--- src/rtl/mul_pkg.sv ---
// Shared encodings for the sequential radix-4 Booth multiplier:
// controller states and the Booth digit set with its window decoder.
package mul_pkg;

  typedef enum logic [1:0] {
    ST_IDLE,
    ST_RUN,
    ST_DONE
  } state_e;

  typedef enum logic [2:0] {
    DIG_ZERO,
    DIG_POS1,
    DIG_POS2,
    DIG_NEG1,
    DIG_NEG2
  } digit_e;

  // Window is {Q[1], Q[0], q_m1}.
  function automatic digit_e booth_decode(input logic [2:0] win);
    digit_e dig;
    case (win)
      3'b001, 3'b010: dig = DIG_POS1;
      3'b011:         dig = DIG_POS2;
      3'b100:         dig = DIG_NEG2;
      3'b101, 3'b110: dig = DIG_NEG1;
      default:        dig = DIG_ZERO;
    endcase
    return dig;
  endfunction

endpackage

--- src/rtl/booth_r4_digit.sv ---
// Combinational Booth digit stage: turns the 3-bit recoding window and the
// extended multiplicand into the signed addend for the accumulator.
module booth_r4_digit
  import mul_pkg::*;
#(
  parameter int WIDTH = 32
) (
  input  logic [2:0]       window_i,
  input  logic [WIDTH+1:0] m_ext_i,
  output logic [WIDTH+2:0] addend_o
);

  localparam int AW = WIDTH + 3;

  logic [AW-1:0] m_sx;
  logic [AW-1:0] m_x2;
  digit_e        dig;

  always_comb begin
    m_sx     = {m_ext_i[WIDTH+1], m_ext_i};
    m_x2     = m_sx << 1;
    dig      = booth_decode(window_i);
    addend_o = '0;
    case (dig)
      DIG_POS1: addend_o = m_sx;
      DIG_POS2: addend_o = m_x2;
      DIG_NEG1: addend_o = ~m_sx + AW'(1);
      DIG_NEG2: addend_o = ~m_x2 + AW'(1);
      default:  addend_o = '0;
    endcase
  end

endmodule

--- src/rtl/booth_r4_mul_seq.sv ---
// Sequential radix-4 Booth multiplier retiring one digit per clock;
// signed or unsigned operands, 2*WIDTH product held in HI/LO.
module booth_r4_mul_seq
  import mul_pkg::*;
#(
  parameter int WIDTH = 32
) (
  input  logic             clock,
  input  logic             clear,
  input  logic             start,
  input  logic             signed_op,
  input  logic [WIDTH-1:0] Q,
  input  logic [WIDTH-1:0] M,
  output logic             ready,
  output logic             busy,
  output logic             done,
  output logic [WIDTH-1:0] HI,
  output logic [WIDTH-1:0] LO
);

  localparam int ITER = WIDTH / 2 + 1;
  localparam int XW   = WIDTH + 2;
  localparam int AW   = WIDTH + 3;
  localparam int CW   = $clog2(ITER + 1);

  state_e           state_q, state_d;
  logic [CW-1:0]    cnt_q, cnt_d;
  logic [AW-1:0]    a_q, a_d;
  logic [XW-1:0]    q_q, q_d;
  logic             qm1_q, qm1_d;
  logic [XW-1:0]    m_q, m_d;
  logic [WIDTH-1:0] hi_q, hi_d;
  logic [WIDTH-1:0] lo_q, lo_d;

  logic [AW-1:0]    addend;
  logic [AW-1:0]    sum;
  logic [AW-1:0]    a_next;
  logic [XW-1:0]    q_next;
  logic             qm1_next;
  logic [XW-1:0]    q_ext;
  logic [XW-1:0]    m_ext;

  booth_r4_digit #(
    .WIDTH (WIDTH)
  ) u_digit (
    .window_i (({q_q[1:0], qm1_q})),
    .m_ext_i  (m_q),
    .addend_o (addend)
  );

  // One Booth step: accumulate, then arithmetic shift of {A,Q,q_m1} by two.
  always_comb begin
    sum      = a_q + addend;
    a_next   = {{2{sum[AW-1]}}, sum[AW-1:2]};
    q_next   = {sum[1:0], q_q[XW-1:2]};
    qm1_next = q_q[1];
    q_ext    = signed_op ? {{2{Q[WIDTH-1]}}, Q} : {2'b00, Q};
    m_ext    = signed_op ? {{2{M[WIDTH-1]}}, M} : {2'b00, M};
  end

  always_comb begin
    state_d = state_q;
    cnt_d   = cnt_q;
    a_d     = a_q;
    q_d     = q_q;
    qm1_d   = qm1_q;
    m_d     = m_q;
    hi_d    = hi_q;
    lo_d    = lo_q;
    case (state_q)
      ST_IDLE: begin
        if (start) begin
          state_d = ST_RUN;
          cnt_d   = CW'(ITER);
          a_d     = '0;
          q_d     = q_ext;
          qm1_d   = 1'b0;
          m_d     = m_ext;
        end
      end
      ST_RUN: begin
        a_d   = a_next;
        q_d   = q_next;
        qm1_d = qm1_next;
        cnt_d = cnt_q - CW'(1);
        if (cnt_q == CW'(1)) begin
          state_d = ST_DONE;
          // Low 2*WIDTH bits of the final {A,Q}.
          hi_d    = {a_next[WIDTH-3:0], q_next[XW-1:WIDTH]};
          lo_d    = q_next[WIDTH-1:0];
        end
      end
      ST_DONE: state_d = ST_IDLE;
      default: state_d = ST_IDLE;
    endcase
  end

  always_ff @(posedge clock or posedge clear) begin
    if (clear) begin
      state_q <= ST_IDLE;
      cnt_q   <= '0;
      a_q     <= '0;
      q_q     <= '0;
      qm1_q   <= 1'b0;
      m_q     <= '0;
      hi_q    <= '0;
      lo_q    <= '0;
    end else begin
      state_q <= state_d;
      cnt_q   <= cnt_d;
      a_q     <= a_d;
      q_q     <= q_d;
      qm1_q   <= qm1_d;
      m_q     <= m_d;
      hi_q    <= hi_d;
      lo_q    <= lo_d;
    end
  end

  assign ready = (state_q == ST_IDLE);
  assign busy  = (state_q == ST_RUN);
  assign done  = (state_q == ST_DONE);
  assign HI    = hi_q;
  assign LO    = lo_q;

endmodule

--- config.mk ---
export PLATFORM = sky130hd
export DESIGN_NAME = booth_r4_mul_seq
export DESIGN_NICKNAME = d
export VERILOG_FILES = /design/src/rtl/mul_pkg.sv /design/src/rtl/booth_r4_digit.sv /design/src/rtl/booth_r4_mul_seq.sv
export SDC_FILE = /design/constraint.sdc
export NUM_CORES = 1
export LEC_CHECK = 0
export CORE_ASPECT_RATIO = 1.75
export CORE_MARGIN = 2
export CORE_UTILIZATION = 56
export DETAILED_ROUTE_END_ITERATION = 12
export PLACE_DENSITY = 0.81
export SYNTH_ARGS = -nofsm -noshare
export SYNTH_HDL_FRONTEND = slang
export SYNTH_SLANG_ARGS = --single-unit
--- constraint.sdc ---
create_clock -name clock -period 8.6 [get_ports clock]
set_input_delay 2.58 -clock clock [delete_from_list [all_inputs] [get_ports clock]]
set_output_delay 2.58 -clock clock [all_outputs]
set_load 0.05 [all_outputs]
==> flow_metrics.tcl, run 1 <==
set metrics [dict create \
    run_status "finished clean" \
    synth_enable_flop_cells 0 \
    viasPerCell 5.941 \
    yosys.cell_count.top_type "sky130_fd_sc_hd__nand2_1" \
    yosys_most_used_dff "sky130_fd_sc_hd__dfrtp_1" \
    seq_area_frac_synth 0.4241 \
    crit_type "flip-flop to flip-flop" \
    timing_hold_violations_final 0 \
    timing.max_slew.rel_slack 0.2793 \
    placement.io_buffers 134 \
    worstHoldEndpoint "LO[27]" \
    cts_resized 0 \
    cp.arrival_ns 6.14 \
    post_route_antenna_net_violation_count 0 \
    holdPathStages 2 \
    max_clock_freq_mhz 173.0 \
    worst-endpoint-required_ns 8.96 \
    synth_seq_cells 172 \
    fin_nets 1412 \
    drtPass1Iterations 5 \
    avgRoutedWirePerCell_um 17.68 \
    area_share_of_xor_xnor_cells_in_the_synthesized_design 0.06903 \
    synth.top_cells.by_area "sky130_fd_sc_hd__dfrtp_1 42%, sky130_fd_sc_hd__nand2_1 14%, sky130_fd_sc_hd__o21ai_0 4.9%" \
    initial_core_util 0.5673 \
    synth_compound_area_frac 0.1860 \
    layout_min_cycle_time_ns 5.780 \
    synth_largest_type_area_fraction 0.4241 \
    maxSlewViolCount 0 \
    drv.max_cap_violation_count 0 \
    final_worst_clock_skew_ns 0.01178 \
    core_area_sq_um 17890 \
    rsz0062_at_grt "false" \
    ff2ff_setup_slack_ns 2.82 \
    setup_viol 0 \
    cts_tree "done" \
    drt_first_iter_violations 637 \
    end_kind "flip-flop" \
    synth_top_family_by_area "simple AND/OR/NAND/NOR gates" \
    dieArea_sq_um 19260 \
    synth_cells 1223 \
    worstSkewPairLatency_ns 0.44 \
    placement_rows 65 \
    post_cts_buffers 0 \
    holdCritPathClass "flip-flop to flip-flop" \
    rr_endpoint "a_q[33]" \
    timing.critical_path.fanout_max 7 \
    synth-adder-area-share 0.04758 \
    netlist-cell-type-count 61 \
    clk_path_buf_depth 2 \
    worst_r2r_path_depth 17 \
    final_layout_size_suffix_gt1_frac 0.04780 \
    setup-tns-final_ns 0 \
    most_used_standard_cells_in_the_synthesized_netlist "367 x sky130_fd_sc_hd__nand2_1, 172 x sky130_fd_sc_hd__dfrtp_1, 100 x sky130_fd_sc_hd__o21ai_0" \
    cts_inserted_buffers 17 \
    cts.clk_slew.worst_paths_ns 0.07 \
    synthArstFlopShare 1.000 \
    overflow 0 \
    yosys-mux-area-fraction 0.01060 \
    track_usage 0.2936 \
    cts_root_buffer "sky130_fd_sc_hd__clkbuf_16" \
    insertedDiodeCount 0 \
    syn_area_per_cell_sq_um 8.299 \
    gp_congestion 0.9350 \
    detailedPlacementHpwl_um 19130 \
    final_design_area_no_fill_sq_um 12170 \
    clkSinkCount 172 \
    r2r_start "m_q[3]" \
    synth_area_sq_um 10150 \
    yosys_warnings 0 \
    cts.htree.levels 4 \
    final.period_utilization 0.6721 \
    max_slew.worst_pin.slew_ns 1.081 \
    antenna_violations_before_repair 0 \
    synthDominantAreaCellType "sky130_fd_sc_hd__dfrtp_1" \
    route.detailed.drc 0 \
    ios 135 \
    grt_start_max_net_pins 119 \
    postSynthNetCount 1329 \
    synth-simple-area-share 0.2241 \
    detailroute.via_count 9220 \
    hp-start "LO[27]" \
    timing.critical_path.from_type "flip-flop" \
    cts-hold-fix-buffers 0 \
    wirelength_um 27440 \
    area_growth_pct 19.86 \
    total_placed_instance_area_sq_um 11570 \
    grt_first_pass_wirelength_um 44610 \
    chipHeight_um 182.1 \
    dieWidth_um 105.8 \
    first_global_vias 9026 \
]
-- critical path, stage by stage (launching register included) --
cell and delay (ns):
sky130_fd_sc_hd__dfrtp_1 0.45, sky130_fd_sc_hd__nor3_1 0.49, sky130_fd_sc_hd__nand3_1 0.32, sky130_fd_sc_hd__or3_1 0.51, sky130_fd_sc_hd__or4_1 0.47, sky130_fd_sc_hd__nand2_1 0.11
sky130_fd_sc_hd__xnor2_1 0.08, sky130_fd_sc_hd__a221oi_1 0.29, sky130_fd_sc_hd__a21oi_1 0.12, sky130_fd_sc_hd__ha_1 0.43, sky130_fd_sc_hd__nand2_1 0.06, sky130_fd_sc_hd__o21ai_0 0.36
sky130_fd_sc_hd__a2111oi_0 0.16, sky130_fd_sc_hd__a2111oi_0 0.80, sky130_fd_sc_hd__o21ai_0 0.36, sky130_fd_sc_hd__a211o_1 0.35, sky130_fd_sc_hd__nor3_2 0.15, sky130_fd_sc_hd__a2bb2oi_1 0.18
-- layout by cell type (no fill, tap or decap), types with 5 or more instances in the layout --
cell	instances
sky130_fd_sc_hd__nand2_1	365
sky130_fd_sc_hd__dfrtp_1	172
sky130_fd_sc_hd__clkdlybuf4s50_1	134
sky130_fd_sc_hd__o21ai_0	100
sky130_fd_sc_hd__xnor2_1	46
sky130_fd_sc_hd__a21oi_1	45
sky130_fd_sc_hd__nand3_1	44
sky130_fd_sc_hd__a22oi_1	43
sky130_fd_sc_hd__ha_1	37
sky130_fd_sc_hd__xor2_1	34
sky130_fd_sc_hd__nor2_1	32
sky130_fd_sc_hd__a31oi_1	21
sky130_fd_sc_hd__nor3_1	20
sky130_fd_sc_hd__a221oi_1	19
sky130_fd_sc_hd__clkbuf_16	17
sky130_fd_sc_hd__inv_1	15
sky130_fd_sc_hd__or3_1	14
sky130_fd_sc_hd__a21o_1	12
sky130_fd_sc_hd__buf_4	12
sky130_fd_sc_hd__nor2b_1	10
sky130_fd_sc_hd__o211ai_1	7
sky130_fd_sc_hd__and3_1	7
sky130_fd_sc_hd__o21bai_1	6
sky130_fd_sc_hd__o21a_1	6
sky130_fd_sc_hd__mux2_2	6
sky130_fd_sc_hd__or4_1	5
sky130_fd_sc_hd__a221o_1	5
sky130_fd_sc_hd__nand2b_1	5
sky130_fd_sc_hd__a211oi_1	5
-- worst max path at each step --
stage               slack (ns)  depth (start not counted)    from  endpoint
global placement          3.00                         17  m_q[3]   a_q[33]
finish                    2.82                         17  m_q[3]   a_q[33]
floorplan                 1.36                          1   clear     HI[0]
CTS                       2.86                         17  m_q[3]   a_q[33]
global route              2.18                         17  m_q[3]   a_q[33]
detailed placement        2.91                         17  m_q[3]   a_q[33]
-- registers in the layout, indices dropped and copies added, names as in the netlist --
| name | cells |
|---|---|
| q_q | 34 |
| a_q | 33 |
| m_q | 33 |
| HI | 32 |
| LO | 32 |
| cnt_q | 5 |
| state_q | 2 |
| qm1_q | 1 |
-- metrics by stage --
stage	util	hold slack, ns	instances	setup WS, ns
global route	0.6799	0.4936	1552	2.183
detailed placement	0.6464	0.4627	1521	2.912
CTS	0.6799	0.4793	1552	2.859
global placement	0.6464	0.4594	1521	2.996
floorplan	-	0.4456	1223	1.360
finish	0.6799	0.4751	1552	2.820
-- area by class of cell --
type,instances,area (sq um)
fillers,1533,5727
flip-flops and latches,172,4304
clock buffers,21,460.4
clock inverters,10,138.9
inverters,18,72.57
well taps,234,292.8
repair buffers,146,1431
multi-input cells,951,5465
-- kinds of logic after synthesis --
logic type | count (synthesis)
AND/OR/NAND/NOR | 530
multiplexers | 10
AO/OA/AOI/OAI | 293
adder cells (fa/ha/maj) | 38
XOR/XNOR | 80
flip-flops | 172
buffers and inverters | 100
-- metal layers --
| metal | vias up | global-route usage | wire length (um) |
|---|---|---|---|
| met4 | 0 | 0.1795 | 1599 |
| met5 | - | 0 | 0 |
| met3 | 78 | 0.05036 | 1227 |
| li1 | 4405 | - | - |
| met2 | 293 | 0.5215 | 14600 |
| met1 | 4444 | 0.3230 | 10020 |
Power of run 1 is left out: the tool's default activity adds up to more than one toggle a clock period on the data nets, which glitch-free logic cannot reach.
==> run 2: changes to the inputs <==
CORE_UTILIZATION = 51   (was 56)
PLACE_DENSITY = 0.78   (was 0.81)
clock period = 4.9 ns   (was 8.6 ns; I/O delays follow)
==> flow_metrics.tcl, run 2 (synthesis results as in run 1) <==
set metrics [dict create \
    holdCritPathClass "flip-flop to flip-flop" \
    fin_nets 1470 \
    insertedDiodeCount 0 \
    worstSkewPairLatency_ns 0.45 \
    timing_hold_violations_final 0 \
    core_area_sq_um 19650 \
    cts.clk_slew.worst_paths_ns 0.07 \
    final_layout_size_suffix_gt1_frac 0.1046 \
    setup_viol 0 \
    detailedPlacementHpwl_um 20630 \
    chipHeight_um 190.6 \
    gp_congestion 0.9341 \
    run_status "finished clean" \
    maxSlewViolCount 0 \
    avgRoutedWirePerCell_um 17.84 \
    dieArea_sq_um 21090 \
    flip_flop_count_of_the_largest_register_after_layout 34 \
    final.period_utilization 0.9705 \
    final_worst_clock_skew_ns 0.01038 \
    drv.max_cap_violation_count 0 \
    timing.critical_path.buf_inv 1 \
    detailroute.via_count 9474 \
    grt_start_max_net_pins 94 \
    setup.worst_path.start "m_q[13]" \
    post_route_antenna_net_violation_count 0 \
    layout_commonest_cell "sky130_fd_sc_hd__nand2_1" \
    ios 135 \
    overflow 0 \
    cts_tree "done" \
    place.detailed.instances 1588 \
    crit_chain "or4_4 > buf_4 > or3_4 > or4_4 > or3_1 > nand2_1 > xnor2_1 > a221oi_1 > a31oi_1 > ha_1 > and3_2 > nand2_1 > nor2_1 > o21a_1 > o21ai_0 > o211ai_1 > xnor2_1 > o21ai_0" \
    antenna_violations_before_repair 0 \
    worst-endpoint-required_ns 5.20 \
    cts_root_buffer "sky130_fd_sc_hd__clkbuf_16" \
    placement_rows 68 \
    layout_common_cells "365 x sky130_fd_sc_hd__nand2_1, 172 x sky130_fd_sc_hd__dfrtp_1, 133 x sky130_fd_sc_hd__clkdlybuf4s50_1, 95 x sky130_fd_sc_hd__o21ai_0, 71 x sky130_fd_sc_hd__buf_4" \
    stdcell_count 1622 \
    grt_first_pass_wirelength_um 46340 \
    crit_type "flip-flop to flip-flop" \
    track_usage 0.2745 \
    max_clock_freq_mhz 210.3 \
    max_slew.worst_pin.slew_ns 1.043 \
    dieWidth_um 110.6 \
    clkSinkCount 172 \
    initial_core_util 0.5164 \
    r2r_start "m_q[13]" \
    drtPass1Iterations 5 \
    final.hold.worst_slack_ns 0.4733 \
    cp.arrival_ns 5.06 \
    critical_path_top_delay_cell "sky130_fd_sc_hd__or4_4" \
    total_placed_instance_area_sq_um 12000 \
    cts-hold-fix-buffers 0 \
    critPathMaxStageDelay_ns 0.54 \
    area_growth_pct 26.01 \
    largest_registers "q_q: 34 flops, a_q: 33 flops, m_q: 33 flops" \
    first_global_vias 9372 \
    timing.critical_path.fanout_max 4 \
    clk_path_buf_depth 2 \
    cts.htree.levels 4 \
    timing.max_slew.rel_slack 0.3004 \
    wirelength_um 28940 \
    hp-start "LO[2]" \
    placement.io_buffers 134 \
    cp_top_family "simple AND/OR/NAND/NOR gates" \
    final_design_area_no_fill_sq_um 12790 \
    viasPerCell 5.841 \
    drt_first_iter_violations 480 \
    end_kind "flip-flop" \
    route.detailed.drc 0 \
    cts_inserted_buffers 17 \
    layout_min_cycle_time_ns 4.755 \
    timing.critical_path.from_type "flip-flop" \
    largest_register "q_q" \
]
run 2: changes by cell type in the layout (fill, tap and decap cells not counted), sizes merged:
cell           previous run  this run
clkbuf                   21        18
clkdlybuf4s50           134       133
clkinvlp                  1         2
bufinv                    3         5
inv                      17        18
buf                      12        71
run 2: tightest hold or removal path: stages, from the launching register on:
cell                      delay (ns)
sky130_fd_sc_hd__dfrtp_1        0.34
sky130_fd_sc_hd__nand2_1        0.05
sky130_fd_sc_hd__nand2_1        0.05
run 2: layout make-up:
type,instances,area (sq um)
Tap cell,245,306.5
Timing Repair Buffer,204,1864
Inverter,18,71.32
Fill cell,1651,6864
Multi-Input combinational cell,951,5589
Clock inverter,14,215.2
Sequential cell,172,4304
Clock buffer,18,439.2
run 2: per-layer routing:
metal | wire length (um) | up-vias | track usage | share of wire
met5 | 0 | - | 0 | 0
li1 | - | 4515 | - | -
met4 | 1909 | 0 | 0.1865 | 0.066
met2 | 14970 | 319 | 0.4868 | 0.52
met1 | 10760 | 4541 | 0.2987 | 0.37
met3 | 1300 | 99 | 0.04609 | 0.045
run 2: repair_timing:
item / in CTS / in global routing
gates resized for setup: 2 / 27
setup buffers: 0 / 2
pin swaps: 0 / 5
setup endpoints to repair: 3 / 27
run 2: worst paths after layout:
kind / slack, ns / end / cells past startpoint
min in group asynchronous: 1.34 / a_q[29] / 2
max reg2reg: 0.14 / a_q[29] / 18
max in group asynchronous: 2.60 / q_q[13] / 3
min: 0.47 / LO[2] / 2
max: 0.14 / a_q[29] / 18
min reg2reg: 0.47 / LO[2] / 2
run 2: per-stage QoR:
step,worst slack [ns],utilization,TNS (ns)
finish,0.1446,0.6508,0
global route,-0.03170,0.6508,-0.04603
CTS,0.001613,0.6443,0
detailed placement,-0.008117,0.6105,-0.008117
global placement,0.1029,0.6105,0
floorplan,0.03661,-,0
Power of run 2 is left out for the same reason.
